==> src/rtl/pipelined_csel_adder_pkg.sv <==
// Shared definitions for the pipelined carry-select adder: default geometry
// and helpers that derive the stage count and validate the segmentation.
package csel_pkg;

  localparam int DEF_WIDTH = 32;
  localparam int DEF_BLOCK = 8;

  // Number of pipeline stages: one per BLOCK-bit segment.
  function automatic int nblk(input int width, input int block);
    return width / block;
  endfunction

  // The operand must split into a whole, non-zero number of segments.
  function automatic bit geom_ok(input int width, input int block);
    return (block > 0) && (width >= block) && ((width % block) == 0);
  endfunction

endpackage

==> src/rtl/pipelined_csel_adder_if.sv <==
// Operand/result stream for the pipelined carry-select adder. The master
// offers operands and consumes results; the slave is the adder itself.
interface pipelined_csel_adder_if
  import csel_pkg::*;
#(
  parameter int WIDTH = DEF_WIDTH
);

  logic             in_valid;
  logic             in_ready;
  logic [WIDTH-1:0] a;
  logic [WIDTH-1:0] b;
  logic             cin;
  logic             sub;
  logic             out_valid;
  logic             out_ready;
  logic [WIDTH-1:0] sum;
  logic             cout;
  logic             ovf;

  modport master (
    output in_valid, a, b, cin, sub, out_ready,
    input  in_ready, out_valid, sum, cout, ovf
  );

  modport slave (
    input  in_valid, a, b, cin, sub, out_ready,
    output in_ready, out_valid, sum, cout, ovf
  );

endinterface

==> src/rtl/pipelined_csel_adder_block.sv <==
// One carry-select segment: both candidate sums are formed in parallel and
// the incoming carry only drives the final select mux.
module csel_block
  import csel_pkg::*;
#(
  parameter int BLOCK = DEF_BLOCK
) (
  input  logic [BLOCK-1:0] a,
  input  logic [BLOCK-1:0] b,
  input  logic             cin_sel,
  output logic [BLOCK-1:0] sel_sum,
  output logic             sel_cout,
  output logic             msb_cin
);

  logic [BLOCK:0] s0;
  logic [BLOCK:0] s1;

  assign s0 = {1'b0, a} + {1'b0, b};
  assign s1 = {1'b0, a} + {1'b0, b} + {{BLOCK{1'b0}}, 1'b1};

  assign {sel_cout, sel_sum} = cin_sel ? s1 : s0;

  // Carry into the segment MSB falls out of the MSB sum bit and its operands.
  assign msb_cin = a[BLOCK-1] ^ b[BLOCK-1] ^ sel_sum[BLOCK-1];

endmodule

==> src/rtl/pipelined_csel_adder.sv <==
// Pipelined carry-select adder/subtractor. Segment k resolves in stage k;
// upper operand segments ride along (skew) and finished lower sum segments
// ride forward (de-skew) so the full result aligns in the last stage.
module pipelined_csel_adder
  import csel_pkg::*;
#(
  parameter int WIDTH = DEF_WIDTH,
  parameter int BLOCK = DEF_BLOCK
) (
  input logic                  clk,
  input logic                  rst,
  pipelined_csel_adder_if.slave bus
);

  localparam int NBLK = nblk(WIDTH, BLOCK);

  if (!geom_ok(WIDTH, BLOCK)) begin : g_geom_check
    $error("pipelined_csel_adder: WIDTH must be a positive multiple of BLOCK");
  end

  logic             advance;
  logic [WIDTH-1:0] b_eff;
  logic             c0;

  logic             vld_p   [NBLK];
  logic             carry_p [NBLK];
  logic [WIDTH-1:0] res_p   [NBLK];
  logic [WIDTH-1:0] opa_p   [NBLK];
  logic [WIDTH-1:0] opb_p   [NBLK];
  logic             ovf_p;

  logic [BLOCK-1:0] seg_a    [NBLK];
  logic [BLOCK-1:0] seg_b    [NBLK];
  logic             seg_cin  [NBLK];
  logic [BLOCK-1:0] sel_sum  [NBLK];
  logic             sel_cout [NBLK];
  logic             msb_cin  [NBLK];

  // The whole pipeline moves as one unit; it only stops for a held result.
  assign advance      = ~bus.out_valid | bus.out_ready;
  assign bus.in_ready = advance;

  // Subtraction folds into addition of the inverted operand plus one.
  assign b_eff = bus.sub ? ~bus.b : bus.b;
  assign c0    = bus.sub | bus.cin;

  for (genvar k = 0; k < NBLK; k++) begin : g_stage
    if (k == 0) begin : g_first
      assign seg_a[k]   = bus.a[BLOCK-1:0];
      assign seg_b[k]   = b_eff[BLOCK-1:0];
      assign seg_cin[k] = c0;
    end else begin : g_next
      assign seg_a[k]   = opa_p[k-1][k*BLOCK +: BLOCK];
      assign seg_b[k]   = opb_p[k-1][k*BLOCK +: BLOCK];
      assign seg_cin[k] = carry_p[k-1];
    end

    csel_block #(
      .BLOCK (BLOCK)
    ) u_blk (
      .a        (seg_a[k]),
      .b        (seg_b[k]),
      .cin_sel  (seg_cin[k]),
      .sel_sum  (sel_sum[k]),
      .sel_cout (sel_cout[k]),
      .msb_cin  (msb_cin[k])
    );
  end

  // Stage registers: valid, segment carry, partial result and skewed operands.
  always_ff @(posedge clk or posedge rst) begin
    if (rst) begin
      ovf_p <= 1'b0;
      for (int k = 0; k < NBLK; k++) begin
        vld_p[k]   <= 1'b0;
        carry_p[k] <= 1'b0;
        res_p[k]   <= '0;
        opa_p[k]   <= '0;
        opb_p[k]   <= '0;
      end
    end else if (advance) begin
      vld_p[0]              <= bus.in_valid;
      carry_p[0]            <= sel_cout[0];
      res_p[0]              <= '0;
      res_p[0][BLOCK-1:0]   <= sel_sum[0];
      opa_p[0]              <= bus.a;
      opb_p[0]              <= b_eff;
      for (int k = 1; k < NBLK; k++) begin
        vld_p[k]                   <= vld_p[k-1];
        carry_p[k]                 <= sel_cout[k];
        res_p[k]                   <= res_p[k-1];
        res_p[k][k*BLOCK +: BLOCK] <= sel_sum[k];
        opa_p[k]                   <= opa_p[k-1];
        opb_p[k]                   <= opb_p[k-1];
      end
      ovf_p <= sel_cout[NBLK-1] ^ msb_cin[NBLK-1];
    end
  end

  assign bus.out_valid = vld_p[NBLK-1];
  assign bus.sum       = res_p[NBLK-1];
  assign bus.cout      = carry_p[NBLK-1];
  assign bus.ovf       = ovf_p;

endmodule

==> src/flat_wrapper.sv <==
// flat-port wrapper written by rule: the top's interface ports become plain ports
module pipelined_csel_adder_flat import csel_pkg::*;
#(
  parameter int WIDTH = DEF_WIDTH,
  parameter int BLOCK = DEF_BLOCK
)
  (clk, rst, bus_in_valid, bus_a, bus_b, bus_cin, bus_sub, bus_out_ready, bus_in_ready, bus_out_valid, bus_sum, bus_cout, bus_ovf);
  pipelined_csel_adder_if #(.WIDTH(WIDTH)) bus_i ();
  input logic clk;
  input logic rst;
  input wire logic [$bits(bus_i.in_valid)-1:0] bus_in_valid;
  input wire logic [$bits(bus_i.a)-1:0] bus_a;
  input wire logic [$bits(bus_i.b)-1:0] bus_b;
  input wire logic [$bits(bus_i.cin)-1:0] bus_cin;
  input wire logic [$bits(bus_i.sub)-1:0] bus_sub;
  input wire logic [$bits(bus_i.out_ready)-1:0] bus_out_ready;
  output wire logic [$bits(bus_i.in_ready)-1:0] bus_in_ready;
  output wire logic [$bits(bus_i.out_valid)-1:0] bus_out_valid;
  output wire logic [$bits(bus_i.sum)-1:0] bus_sum;
  output wire logic [$bits(bus_i.cout)-1:0] bus_cout;
  output wire logic [$bits(bus_i.ovf)-1:0] bus_ovf;
  assign bus_i.in_valid = bus_in_valid;
  assign bus_i.a = bus_a;
  assign bus_i.b = bus_b;
  assign bus_i.cin = bus_cin;
  assign bus_i.sub = bus_sub;
  assign bus_i.out_ready = bus_out_ready;
  assign bus_in_ready = bus_i.in_ready;
  assign bus_out_valid = bus_i.out_valid;
  assign bus_sum = bus_i.sum;
  assign bus_cout = bus_i.cout;
  assign bus_ovf = bus_i.ovf;
  pipelined_csel_adder #(.WIDTH(WIDTH), .BLOCK(BLOCK)) u_core (.clk(clk), .rst(rst), .bus(bus_i));
endmodule
==> config.mk <==
export PLATFORM = sky130hd
export DESIGN_NAME = pipelined_csel_adder_flat
export DESIGN_NICKNAME = d
export VERILOG_FILES = /design/src/rtl/pipelined_csel_adder_pkg.sv /design/src/rtl/pipelined_csel_adder_if.sv /design/src/rtl/pipelined_csel_adder_block.sv /design/src/rtl/pipelined_csel_adder.sv /design/src/flat_wrapper.sv
export SDC_FILE = /design/constraint.sdc
export NUM_CORES = 1
export LEC_CHECK = 0
export BUFFER_PORTS_ARGS = -buffer_cell sky130_fd_sc_hd__clkbuf_2
export CORE_MARGIN = 2
export CORE_UTILIZATION = 45
export CTS_CLUSTER_DIAMETER = 60
export DETAILED_ROUTE_END_ITERATION = 6
export GPL_ROUTABILITY_DRIVEN = 1
export PLACE_DENSITY = 0.6
export SETUP_SLACK_MARGIN = 0.02
export SLEW_MARGIN = 20
export SYNTH_ARGS = -nofsm -noshare
export SYNTH_HDL_FRONTEND = slang
export SYNTH_SLANG_ARGS = --single-unit
==> constraint.sdc <==
create_clock -name clk -period 11.3 [get_ports clk]
set_clock_uncertainty 0.05 [all_clocks]
set_input_delay 2.26 -clock clk [delete_from_list [all_inputs] [get_ports clk]]
set_output_delay 2.26 -clock clk [all_outputs]
set_load 0.02 [all_outputs]
==> impl_metrics.env <==
export IMPL_status="finished clean"
export IMPL_cts_resized_gates=0
export IMPL_ys_seq_area_share_pct=51.0
export IMPL_fin_area_um2=10200
export IMPL_die_y_um=146
export IMPL_worstPathRequired_ns=8.99
export IMPL_synth_top_family_by_area="multiplexers"
export IMPL_reg2reg_slack_ns=8.56
export IMPL_synth_simple_area_share_pct=6.37
export IMPL_grt_overflow=0
export IMPL_total_power_mw=3.17
export IMPL_synthArstFlopShare_pct=100
export IMPL_grt_max_degree=199
export IMPL_fillCellCount=1797
export IMPL_via_per_inst=5.00
export IMPL_vias=5554
export IMPL_row_count=51
export IMPL_syn_inst=770
export IMPL_powerDensity_nw_per_um2=311
export IMPL_dp_hpwl_um=11000
export IMPL_antenna_found_initial=0
export IMPL_start_kind="primary input"
export IMPL_cts_tree="yes"
export IMPL_tightest_slew_ns=1.00
export IMPL_root_buffer="clkbuf_16"
export IMPL_rsz0062_at_grt="no"
export IMPL_critPathBufInv=2
export IMPL_wirelength_um=16000
export IMPL_drt_iter0_markers=226
export IMPL_worstSetupEndpointType="primary output"
export IMPL_finalCritPeriodShare_pct=48.3
export IMPL_hold_buffers=0
export IMPL_clockBufferDepth=2
export IMPL_critPathMaxFanout=51
export IMPL_cts_buffers=17
export IMPL_hold_violations=0
export IMPL_synth_ff_type="dfrtp_1"
export IMPL_cts_htree_levels=4
export IMPL_worst_path_largest_cell_delay_ns=0.50
export IMPL_final_common_cell="dfrtp_1"
export IMPL_cp_cell_sequence="clkbuf_2 -> nand2b_4 -> clkbuf_2"
export IMPL_finalMaxSlewViolations=0
export IMPL_relSlewSlack_pct=33.1
export IMPL_holdCritStartpoint="u_core.vld_p[1]"
export IMPL_setup_violations=0
export IMPL_layout_common_cells="dfrtp_1, mux2_2, clkbuf_2"
export IMPL_synth_edff_count=0
export IMPL_vdd_drop_max_uv=121
export IMPL_track_usage_pct=15.8
export IMPL_slowest_stage="nand2b_4"
export IMPL_drtPass1Iterations=4
export IMPL_grt_pass1_vias=5671
export IMPL_insertion_delay_ns=0.43
export IMPL_start_util_pct=46.2
export IMPL_num_nets_final=944
export IMPL_fin_tns_setup_ns=0
export IMPL_drc=0
export IMPL_cap_violations=0
export IMPL_post_cts_buffers=0
export IMPL_synth_compound_area_share_pct=8.59
export IMPL_fmax_ghz=0.183
export IMPL_ant_nets=0
export IMPL_synth_cell_area_um2=9080
export IMPL_holdPathStages=1
export IMPL_core_um2=19700
export IMPL_synth_adder_area_share_pct=5.98
export IMPL_synth_xor_area_share_pct=7.88
export IMPL_die_area_um2=21300
export IMPL_reg2regPathDepth=10
export IMPL_ys_ff_latch=185
export IMPL_drive_above_1_share_pct=32.3
export IMPL_die_w_um=146
export IMPL_r2r_end="u_core.bus.sum[31]"
export IMPL_diodes=0
export IMPL_grt_pass1_wl_um=27600
export IMPL_critical_path_class="primary input to primary output"
export IMPL_io_pins=106
export IMPL_path_clk_slew_ns=0.07
export IMPL_cpLargestDelayFamily="simple AND/OR/NAND/NOR gates"
export IMPL_hold_path_end="u_core.bus.out_valid"
export IMPL_syn_to_final_growth_pct=12.5
export IMPL_avgSynthCellArea_um2=11.8
export IMPL_place_congestion=0.882
export IMPL_cts_sink_count=185
export IMPL_postPlaceCellArea_um2=9630
export IMPL_syn_nets=881
export IMPL_path_common_cell="clkbuf_2"
export IMPL_r2r_start="u_core.opa_p[56]"
export IMPL_port_buffers=105
export IMPL_yosys_warnings=0
export IMPL_leakagePower_nw=4.45
export IMPL_synth_mux_area_share_pct=15.4
export IMPL_wl_per_cell_um=14.4
export IMPL_hold_class="flop to flop"
export IMPL_ys_types=53
export IMPL_fin_crit_ns=5.46
export IMPL_critPathArrivalTime_ns=3.15
-- state kept, by name, summed over array words and instances (netlist names) --
register / count
u_core.opa_p: 48
u_core.bus.cout: 1
u_core.opb_p: 48
u_core.vld_p: 3
u_core.carry_p: 3
u_core.bus.sum: 32
u_core.res_p: 48
u_core.bus.out_valid: 1
u_core.bus.ovf: 1
-- cells in the mapped netlist, types with 2 or more instances --
cell,number,area [um^2]
o31a_1,2,17.5
a21o_1,4,30.0
mux2_2,121,1360
o21ai_0,16,80.1
nand2_1,16,60.1
ha_1,37,463
a21oi_1,73,365
a21bo_2,2,20.0
xnor2_2,2,32.5
a211oi_1,2,15.0
nor3b_1,2,15.0
nor2_1,74,278
a22o_1,3,26.3
and2_1,2,12.5
xor2_1,25,219
nand4b_1,2,17.5
xnor2_1,53,464
buf_4,32,240
inv_1,20,75.1
and3_1,6,37.5
nand3_1,6,30.0
fa_1,4,80.1
nand2b_1,2,12.5
o21a_1,10,75.1
buf_1,6,22.5
o21bai_1,3,22.5
mux2i_1,2,20.0
nor2b_1,4,25.0
nor3_1,4,20.0
clkbuf_1,26,97.6
dfrtp_1,185,4630
or3_1,3,18.8
-- kinds of logic (layout without fill, tap and decap cells) --
family          count (synthesis)  in the layout
mux                           124            124
compound gates                128            128
fa+ha+maj                      41             41
buf+inv                        84            159
simple gates                  128            128
flops                         185            185
xor+xnor                       80             80
-- how the worst max path moves through the flow --
stage / endpoint / start / cells past startpoint
floorplan: u_core.bus.cout / rst / 1
global placement: bus_in_ready / bus_out_ready / 3
detailed placement: bus_in_ready / bus_out_ready / 3
CTS: bus_in_ready / bus_out_ready / 3
global route: bus_in_ready / bus_out_ready / 3
finish: bus_in_ready / bus_out_ready / 3
-- final cells by class --
class / count / area (um^2) / area share [%]
Clock buffer: 20 / 457 / 4.47
Clock inverter: 11 / 134 / 1.31
Inverter: 20 / 82.6 / 0.808
Multi-Input combinational cell: 501 / 4020 / 39.4
Sequential cell: 185 / 4630 / 45.3
Tap cell: 265 / 332 / 3.25
Timing Repair Buffer: 108 / 561 / 5.49
-- metal layers --
| metal | vias to the layer above | part of all wire [%] | global-route usage [%] |
|---|---|---|---|
| li1 | 2738 | - | - |
| met1 | 2707 | 47 | 20.9 |
| met2 | 90 | 48 | 25.8 |
| met3 | 19 | 3.0 | 3.06 |
| met4 | 0 | 1.9 | 6.02 |
| met5 | - | 0 | 0 |
-- worst reg2reg max path: stages (launching register included) --
cell and delay, ns:
dfrtp_1 0.38, ha_1 0.22, fa_1 0.45, a21o_2 0.22
a21oi_1 0.17, xnor2_1 0.21, nand3_1 0.17, nor3_1 0.32
xnor2_2 0.18, xnor2_1 0.14, a21oi_1 0.08
-- report_power, final --
group / internal (mW) / total [mW] / switching [mW] / leakage, nW
combinational: 0.695 / 1.44 / 0.749 / 2.06
clock: 0.341 / 0.597 / 0.256 / 0.288
sequential: 0.964 / 1.13 / 0.168 / 2.10
-- stage by stage --
stage	cells	hold WS, ns	worst slack (ns)	util [%]
after detailed placement	1079	0.409	5.81	49.0
after global routing	1110	0.446	5.75	52.0
after global placement	1079	0.413	5.81	49.0
after CTS	1110	0.426	5.81	52.0
final	1110	0.416	5.84	52.0
after floorplan	770	0.380	3.96	-
No activity file was read; power rests on OpenSTA's default activity.
